## src/rtl/pulse_gen_moore.sv

```systemverilog
// ---------------------------------------------------------------------------
// pulse_gen_moore
//
// Stretches single-cycle tick requests into fixed-width level pulses. After
// each pulse, the output is held low for a guaranteed minimum gap. This block
// is the inverse of the rising-edge tick detector: each accepted request comes
// back out of that detector as exactly one tick.
//
// Parameters:
//   HIGH_CYC : cycles level stays high per pulse (1 .. 2^CNT_W-1)
//   LOW_CYC  : minimum cycles level stays low after a pulse (1 .. 2^CNT_W-1)
//   CNT_W    : width of the duration counter
//   PEND_W   : width of the pending-request counter (max 2^PEND_W-1 queued)
//
// Ports:
//   clk      : single rising-edge clock
//   rst      : synchronous active-high reset, overrides any concurrent tick
//   tick     : request input; every high sample is one request
//   level    : generated pulse (registered)
//   busy     : high while a pulse or its low gap is in progress (registered)
//   pending  : number of queued requests (always 0 without the queue)
//   overflow : sticky lost-request flag, cleared only by rst
//
// Build option:
//   PULSE_GEN_QUEUE_EN : when defined, ticks arriving while busy are counted
//                        and replayed back-to-back. When undefined, those
//                        ticks are dropped and only set overflow. A tick on
//                        the final gap edge still chains a new pulse.
// ---------------------------------------------------------------------------
module pulse_gen_moore #(
    parameter int HIGH_CYC = 4,
    parameter int LOW_CYC  = 2,
    parameter int CNT_W    = 8,
    parameter int PEND_W   = 3
) (
    input  logic              clk,
    input  logic              rst,
    input  logic              tick,
    output logic              level,
    output logic              busy,
    output logic [PEND_W-1:0] pending,
    output logic              overflow
);

    typedef enum logic [1:0] {
        ST_IDLE = 2'b00,
        ST_HIGH = 2'b01,
        ST_GAP  = 2'b10
    } state_t;

    localparam logic [CNT_W-1:0] HIGH_LOAD = CNT_W'(HIGH_CYC - 1);
    localparam logic [CNT_W-1:0] LOW_LOAD  = CNT_W'(LOW_CYC - 1);
    localparam logic [CNT_W-1:0] CNT_ONE   = CNT_W'(1);

    state_t            state_q;
    state_t            state_d;
    logic [CNT_W-1:0]  cnt_q;
    logic [CNT_W-1:0]  cnt_d;
    logic              ovf_q;
    logic              ovf_d;
    logic              level_q;
    logic              busy_q;

    logic              cnt_zero;
    logic              gap_end;
    logic              busy_tick;
    logic              req_avail;

    // A tick that cannot start a pulse by itself: it lands while a pulse is
    // high, or during the gap but before its last cycle. Only the final gap
    // edge is allowed to turn a fresh tick directly into the next pulse.
    assign cnt_zero  = (cnt_q == '0);
    assign gap_end   = (state_q == ST_GAP) && cnt_zero;
    assign busy_tick = tick && ((state_q == ST_HIGH) ||
                                ((state_q == ST_GAP) && !cnt_zero));

`ifdef PULSE_GEN_QUEUE_EN

    localparam logic [PEND_W-1:0] PEND_MAX = '1;
    localparam logic [PEND_W-1:0] PEND_ONE = PEND_W'(1);

    logic [PEND_W-1:0] pend_q;
    logic [PEND_W-1:0] pend_d;

    // At the end of the gap, either a queued request or a tick on that same
    // edge starts the next pulse.
    assign req_avail = gap_end && ((pend_q != '0) || tick);

    // Pending counter bookkeeping. A busy tick is queued unless the counter
    // is full, in which case it is lost and flagged. At the end of the gap a
    // queued request is consumed. A simultaneous tick takes its place, so the
    // count holds. With an empty queue, the tick itself starts the pulse
    // without touching the count.
    always_comb begin
        pend_d = pend_q;
        ovf_d  = ovf_q;
        if (busy_tick) begin
            if (pend_q == PEND_MAX) begin
                ovf_d = 1'b1;
            end else begin
                pend_d = pend_q + PEND_ONE;
            end
        end else if (gap_end && (pend_q != '0) && !tick) begin
            pend_d = pend_q - PEND_ONE;
        end
    end

    // The pending register lives next to the main state but is kept separate
    // so that the queue-less build contains no trace of it.
    always_ff @(posedge clk) begin
        if (rst) begin
            pend_q <= '0;
        end else begin
            pend_q <= pend_d;
        end
    end

    assign pending = pend_q;

`else

    // Without a queue, only a tick on the final gap edge can chain a pulse.
    // Any other tick seen while busy is lost.
    assign req_avail = gap_end && tick;

    // Dropped requests are remembered only through the sticky flag.
    always_comb begin
        ovf_d = ovf_q;
        if (busy_tick) begin
            ovf_d = 1'b1;
        end
    end

    assign pending = '0;

`endif

    // Next-state logic. The duration counter is loaded on entry to HIGH or
    // GAP and counts down to zero. The zero value marks the last cycle of
    // the phase. The unused encoding falls back to IDLE.
    always_comb begin
        state_d = state_q;
        cnt_d   = cnt_q;
        case (state_q)
            ST_IDLE: begin
                if (tick) begin
                    state_d = ST_HIGH;
                    cnt_d   = HIGH_LOAD;
                end
            end
            ST_HIGH: begin
                if (cnt_zero) begin
                    state_d = ST_GAP;
                    cnt_d   = LOW_LOAD;
                end else begin
                    cnt_d = cnt_q - CNT_ONE;
                end
            end
            ST_GAP: begin
                if (!cnt_zero) begin
                    cnt_d = cnt_q - CNT_ONE;
                end else if (req_avail) begin
                    state_d = ST_HIGH;
                    cnt_d   = HIGH_LOAD;
                end else begin
                    state_d = ST_IDLE;
                    cnt_d   = '0;
                end
            end
            default: begin
                state_d = ST_IDLE;
                cnt_d   = '0;
            end
        endcase
    end

    // State, counter and the sticky overflow flag. Reset wins over any tick
    // that arrives on the same edge.
    always_ff @(posedge clk) begin
        if (rst) begin
            state_q <= ST_IDLE;
            cnt_q   <= '0;
            ovf_q   <= 1'b0;
        end else begin
            state_q <= state_d;
            cnt_q   <= cnt_d;
            ovf_q   <= ovf_d;
        end
    end

    // The outputs are decoded from the registered state and then registered
    // once more. As a result, level and busy become visible one edge after
    // the state changes, and no input can reach an output combinationally.
    always_ff @(posedge clk) begin
        if (rst) begin
            level_q <= 1'b0;
            busy_q  <= 1'b0;
        end else begin
            level_q <= (state_q == ST_HIGH);
            busy_q  <= (state_q != ST_IDLE);
        end
    end

    assign level    = level_q;
    assign busy     = busy_q;
    assign overflow = ovf_q;

endmodule

```

## config.mk

```make
export PLATFORM = sky130hd
export DESIGN_NAME = pulse_gen_moore
export DESIGN_NICKNAME = d
export VERILOG_FILES = /design/src/rtl/pulse_gen_moore.sv
export SDC_FILE = /design/constraint.sdc
export NUM_CORES = 1
export LEC_CHECK = 0
export CAP_MARGIN = 10
export CORE_UTILIZATION = 50
export DETAILED_ROUTE_END_ITERATION = 8
export HOLD_SLACK_MARGIN = 0.08
export PLACE_DENSITY = 0.81
export SKIP_CTS_REPAIR_TIMING = 1
export SLEW_MARGIN = 0
export SYNTH_ARGS = -nofsm -noshare
export SYNTH_HDL_FRONTEND = slang
export SYNTH_SLANG_ARGS = --single-unit
```

## constraint.sdc

```tcl
create_clock -name clk -period 2.31 [get_ports clk]
set_clock_uncertainty 0.2 [all_clocks]
set_input_delay 0.5775 -clock clk [delete_from_list [all_inputs] [get_ports clk]]
set_output_delay 0.5775 -clock clk [all_outputs]
set_load 0.1 [all_outputs]
```

==> results.json, run 1 <==
{
  "power_uw": 916,
  "die_x_um": 39.4,
  "grt_pass1_wl_um": 1810,
  "crit_type": "input pin to register",
  "final_cells": 99,
  "grt_use_total": 0.180,
  "wire_per_inst_um": 11.8,
  "hpwl_um": 892,
  "grt_busiest_layer": "met2",
  "setup_violations": 0,
  "worstPathCellList": "clkdlybuf4s50_1 > or3_1 > nand3_1 > xor2_1 > nor2_1",
  "cts_root_buf": "clkbuf_4",
  "htree_levels": 1,
  "core_um2": 1300,
  "yosys_most_used_dff": "dfxtp_1",
  "met1_usage": 0.241,
  "grt_max_degree": 12,
  "met3_usage": 0.0511,
  "initial_utilization": 0.537,
  "port-buffer-count": 5,
  "synth.distinct_cells": 31,
  "vias": 535,
  "cts.sinks": 13,
  "hold_path.class": "register to register",
  "slowest_stage": "clkdlybuf4s50_1",
  "yosysTopAreaCell": "dfxtp_1",
  "placed_cell_area_um2": 724,
  "fmax_mhz": 535,
  "area_growth_pct": 7.53,
  "worstPathArrival_ps": 1830,
  "cts_tree": "done",
  "final_area_um2": 751,
  "grt_pass1_vias": 445,
  "preCtsSetupSlack_ps": 142,
  "ys.warnings.count": 0,
  "max_stage_delay_ps": 510,
  "drcViolationCount": 0,
  "rsz0062_at_grt": "false",
  "synth.avg_cell_area_um2": 8.95,
  "clk_latency_ps": 280,
  "worstPathMaxFanout": 7,
  "synth_top_area_frac": 0.373,
  "die_area_um2": 1550,
  "setup_slack_ps": 440,
  "final_max_slew_viol_count": 0,
  "start_kind": "input pin",
  "path_clk_slew_ps": 80,
  "synth_edf_count": 0,
  "antenna_found_initial": 0,
  "overflow": 0,
  "antenna_left": 0,
  "dp.cells": 95,
  "p_leak_nw": 0.323,
  "seq_area_frac_synth": 0.373,
  "fin_nets": 90,
  "synth_area_um2": 698,
  "antennaDiodeCount": 0,
  "gp_congestion": 0.766,
  "post-route-period-util": 0.809,
  "peakVddDrop_mv": 0.522,
  "drv_cap": 0,
  "hold_viol": 0,
  "critPathBufInv": 1,
  "vias_per_cell": 5.40,
  "ys_top_cells_by_area": "dfxtp_1 (37%), nor2_1 (6.5%), xor2_1 (5.0%), ha_1 (3.6%), nand3_1 (3.6%)",
  "rows": 13,
  "synth_seq_cells": 13,
  "status": "finished, final reports clean",
  "drt_iter0_drc": 15,
  "die_h_um": 39.4,
  "drive_above_1_share": 0.143,
  "io-pin-count": 9,
  "tns_ps": 0,
  "synth_cells": 78,
  "worstPathRequired_ps": 2270,
  "worstSetupEndpointType": "register",
  "grt_util_met2": 0.242,
  "wl_um": 1170,
  "clk_path_buf_depth": 2,
  "fin_crit_ps": 1870,
  "cts_buffers": 3,
  "dr.pass1.iters": 4,
  "p_per_area_nw_per_um2": 1220,
  "critical_path.top_delay_family": "simple AND/OR/NAND/NOR gates",
  "ys_async_sr_fraction": 0
}
[registers in the layout, indices dropped and copies added, names as in the netlist]
| signal | flops |
|---|---|
| cnt_q | 8 |
| state_q | 2 |
| busy | 1 |
| level | 1 |
| overflow | 1 |
[where the power goes]
| part | leakage, nW | total (mW) | switching (mW) | internal (mW) |
|---|---|---|---|---|
| clock | 0.0150 | 0.139 | 0.0716 | 0.0670 |
| sequential | 0.107 | 0.340 | 0.0649 | 0.275 |
| combinational | 0.201 | 0.437 | 0.265 | 0.172 |
| total | 0.323 | 0.916 | 0.402 | 0.514 |
[through the flow]
stage / utilization / hold slack (ps)
final: 0.577 / 328
after global routing: 0.577 / 376
after CTS: 0.577 / 328
after detailed placement: 0.557 / 316
after global placement: 0.557 / 319
after floorplan: - / 321
[cells in the final DEF, fill, tap and decap left out]
cell,synthesis,routed
a221oi_2,1,1
clkbuf_1,0,1
nor4_4,1,1
ha_1,2,2
o31ai_1,1,1
buf_4,3,4
conb_1,1,3
a211o_1,1,1
nand2_1,2,2
or3_1,1,1
nand3_1,5,5
a21oi_1,4,4
a2111oi_1,1,1
clkdlybuf4s50_1,0,2
o31a_1,1,1
a211oi_1,2,2
a21o_1,1,1
clkbuf_4,0,3
inv_1,4,4
o21ai_0,1,1
and3_2,1,1
mux2i_1,1,1
and2_4,1,1
nor3b_1,1,1
and4b_1,1,1
xnor2_1,2,2
nor3b_2,1,1
o21bai_1,1,1
xor2_1,4,4
nor3_1,5,5
dfxtp_1,13,13
nor2_1,12,12
[cells in the mapped netlist (2+ instances only)]
| cell type | instances |
|---|---|
| buf_6 | 2 |
| dfxtp_1 | 13 |
| nor3_1 | 5 |
| xor2_1 | 4 |
| a21oi_1 | 4 |
| a211oi_1 | 2 |
| xnor2_1 | 2 |
| nand2_1 | 2 |
| nor2_1 | 12 |
| buf_4 | 3 |
| inv_1 | 4 |
| ha_1 | 2 |
| nand3_1 | 5 |
[logic make-up after synthesis]
| kind of cell | after synthesis | synth area share |
|---|---|---|
| buf+inv | 10 | 0.0932 |
| simple gates | 31 | 0.253 |
| fa+ha+maj | 2 | 0.0358 |
| flops | 13 | 0.373 |
| mux | 1 | 0.0143 |
| compound gates | 14 | 0.151 |
| other cells | 1 | 0.00537 |
| xor+xnor | 6 | 0.0753 |
[tightest hold or removal path: stages, from the launching register on]
cell and delay (ps):
dfxtp_1 330, nor2_1 100, a211oi_1 50
[per-layer routing]
metal / up-vias / wire length, um / share of wire
li1: 281 / - / -
met3: 5 / 45 / 0.039
met4: 0 / 30 / 0.026
met2: 9 / 521 / 0.45
met1: 240 / 571 / 0.49
met5: - / 0 / 0
[area by class of cell]
type                       instances  area [um^2]
clock buffer                       4         26.3
multi-input combinational         57          380
tap                               15         18.8
sequential                        13          260
fill                             116          551
timing repair buffer               6         50.0
inverter                           4         15.0
[worst paths after layout]
path / start / to / slack (ps) / cells past startpoint
setup / recovery: tick / cnt_q[6] / 440 / 5
hold / removal: overflow / overflow / 330 / 2
setup reg to reg: cnt_q[0] / cnt_q[4] / 560 / 6
hold reg to reg: overflow / overflow / 330 / 2
Note: power is estimated with default switching activity, not from simulation.
==> run 2, diff against run 1 <==
--- a/config.mk
+++ b/config.mk
@@ -6,10 +6,10 @@
 export NUM_CORES = 1
 export LEC_CHECK = 0
 export CAP_MARGIN = 10
-export CORE_UTILIZATION = 50
+export CORE_UTILIZATION = 46
 export DETAILED_ROUTE_END_ITERATION = 8
 export HOLD_SLACK_MARGIN = 0.08
-export PLACE_DENSITY = 0.81
+export PLACE_DENSITY = 0.79
 export SKIP_CTS_REPAIR_TIMING = 1
 export SLEW_MARGIN = 0
 export SYNTH_ARGS = -nofsm -noshare
==> constraint.sdc (replaced) <==
create_clock -name clk -period 1.6 [get_ports clk]
set_clock_uncertainty 0.2 [all_clocks]
set_input_delay 0.4 -clock clk [delete_from_list [all_inputs] [get_ports clk]]
set_output_delay 0.4 -clock clk [all_outputs]
set_load 0.1 [all_outputs]
==> run 2 against run 1 <==
Against the previous run:
- the flow now finishes with violations (negative setup slack)
- core utilization grew 11 points
- sequential power grew 49%
- critical path depth grew 1
- global-route usage shrank 0.085 points
- total power grew 72%
- register-to-register slack lost 580 ps
- critical path type is now register to register
==> results.json, run 2 (synthesis results as in run 1) <==
{
  "status": "complete, but fails checks",
  "violations": "negative setup slack",
  "cts.sinks": 13,
  "reg2regPathDepth": 6,
  "die_area_um2": 1680,
  "fill_cells": 97,
  "drv_cap": 0,
  "hpwl_um": 986,
  "post-route-period-util": 1.01,
  "p_clk_frac": 0.134,
  "grt_pass1_vias": 446,
  "critical_path.top_delay_family": "simple AND/OR/NAND/NOR gates",
  "cts_tree": "done",
  "worstSetupEndpointType": "register",
  "power_mw": 1.57,
  "drcViolationCount": 0,
  "switchingPower_uw": 676,
  "dr.pass1.iters": 2,
  "die_x_um": 41.0,
  "mostFrequentLayoutCells": "nor2_1 (12), dfxtp_1 (11), buf_4 (11)",
  "r2r-start": "cnt_q[1]",
  "critPathBufInv": 1,
  "rsz0062_at_grt": "true",
  "crit_type": "register to register",
  "clk_path_buf_depth": 2,
  "fin_nets": 100,
  "worstPathCellList": "inv_2 > ha_4 > nor3b_4 > and2_4 > and3_2 > o31a_1",
  "setup_violations": 1,
  "worstPathMaxFanout": 5,
  "max_stage_delay_ps": 340,
  "htree_levels": 1,
  "endpoint": "cnt_q[1]",
  "hold_viol": 0,
  "p_per_area_nw_per_um2": 1710,
  "layout_commonest_cell": "nor2_1",
  "grt_pass1_wl_um": 1900,
  "whs_ps": 395,
  "gp_congestion": 0.827,
  "tns_ps": -17.5,
  "seq_power_share": 0.323,
  "hp-start": "overflow",
  "antenna_found_initial": 0,
  "rows": 13,
  "regToRegSetupSlack_ps": -20,
  "worstPathArrival_ps": 1590,
  "path_clk_slew_ps": 80,
  "vias": 564,
  "drt_iter0_drc": 7,
  "grt_max_degree": 12,
  "start_kind": "register",
  "fmax_mhz": 618,
  "antenna_left": 0,
  "fin_util": 0.682,
  "sw_frac_of_total": 0.430,
  "clk_latency_ps": 280,
  "wire_per_inst_um": 12.9,
  "grt_use_total": 0.179,
  "top_regs": "cnt_q x8, state_q x2",
  "power.internal_uw": 896,
  "fin_crit_ps": 1620,
  "final_max_slew_viol_count": 0,
  "die_h_um": 41.0,
  "worstPathRequired_ps": 1580,
  "core_um2": 1350,
  "regMostFlops": "cnt_q",
  "p_leak_nw": 0.396,
  "io-pin-count": 9,
  "initial_utilization": 0.517,
  "port-buffer-count": 5,
  "worst-path-stages": 6,
  "peakVddDrop_mv": 0.777,
  "cts_buffers": 3,
  "largest_reg_flops": 8,
  "drive_above_1_share": 0.362,
  "cts_root_buf": "clkbuf_4",
  "setup_slack_ps": -17.5,
  "antennaDiodeCount": 0,
  "vias_per_cell": 5.17,
  "area_growth_pct": 31.9,
  "wl_um": 1410,
  "crit_start": "cnt_q[1]",
  "power.share.combinational": 0.544,
  "timing.rr.end": "cnt_q[1]",
  "overflow": 0,
  "hold_path.class": "register to register",
  "slowest_stage": "dfxtp_2"
}
-- run 2: cell count changes in the layout (fill, tap and decap cells not counted), moves of 2 or more --
cell,delta
buf_12,+3
buf_4,+7
dfxtp_1,-2
dfxtp_2,+2
ha_1,-2
inv_1,-2
inv_2,+2
nor3_1,-2
-- run 2: worst min-delay path by stage --
stage               end  slack (ps)  cells after the start
2_1_floorplan  cnt_q[6]         320                      2
3_3_place_gp   overflow         350                      2
3_5_place_dp   cnt_q[6]         360                      2
4_1_cts        overflow         390                      2
5_1_grt        overflow         420                      2
6_report       overflow         390                      2
-- run 2: layout make-up --
| class | instances | area (um^2) | share of cell area |
|---|---|---|---|
| Multi-Input combinational cell | 57 | 432 | 0.469 |
| Sequential cell | 13 | 263 | 0.285 |
| Timing Repair Buffer | 16 | 165 | 0.179 |
| Clock buffer | 3 | 22.5 | 0.0245 |
| Tap cell | 15 | 18.8 | 0.0204 |
| Inverter | 4 | 15.0 | 0.0163 |
| Clock inverter | 1 | 5.00 | 0.00543 |
-- run 2: tightest hold or removal path: cells and delay by family (launching register included) --
| kind | cells | cell delay (ps) |
|---|---|---|
| flip-flops | 1 | 360 |
| AO/OA/AOI/OAI | 1 | 60 |
| AND/OR/NAND/NOR | 1 | 130 |
-- run 2: power groups by stage --
stage	clock network, mW	registers, mW	logic [mW]
2_1_floorplan	0	0.552	0.494
3_3_place_gp	0	0.492	0.738
3_5_place_dp	0	0.496	0.748
4_1_cts	0.210	0.489	0.757
5_1_grt	0.230	0.517	0.919
6_report	0.210	0.507	0.854
-- run 2: routing by layer --
| layer | wire length [um] | vias up | track usage | share of wire |
|---|---|---|---|---|
| met5 | 0 | - | 0 | 0 |
| met4 | 16 | 0 | 0.0500 | 0.011 |
| met3 | 45 | 4 | 0.0652 | 0.032 |
| met2 | 643 | 8 | 0.262 | 0.46 |
| met1 | 703 | 254 | 0.245 | 0.50 |
| li1 | - | 298 | - | - |
-- run 2: metrics by stage --
stage	setup WS [ps]	instances	instance area, um^2
after global routing	-74.8	109	921
after floorplan	1.96	80	706
after global placement	-279	104	830
after CTS	-84.8	108	857
final	-17.5	109	921
after detailed placement	-293	104	830
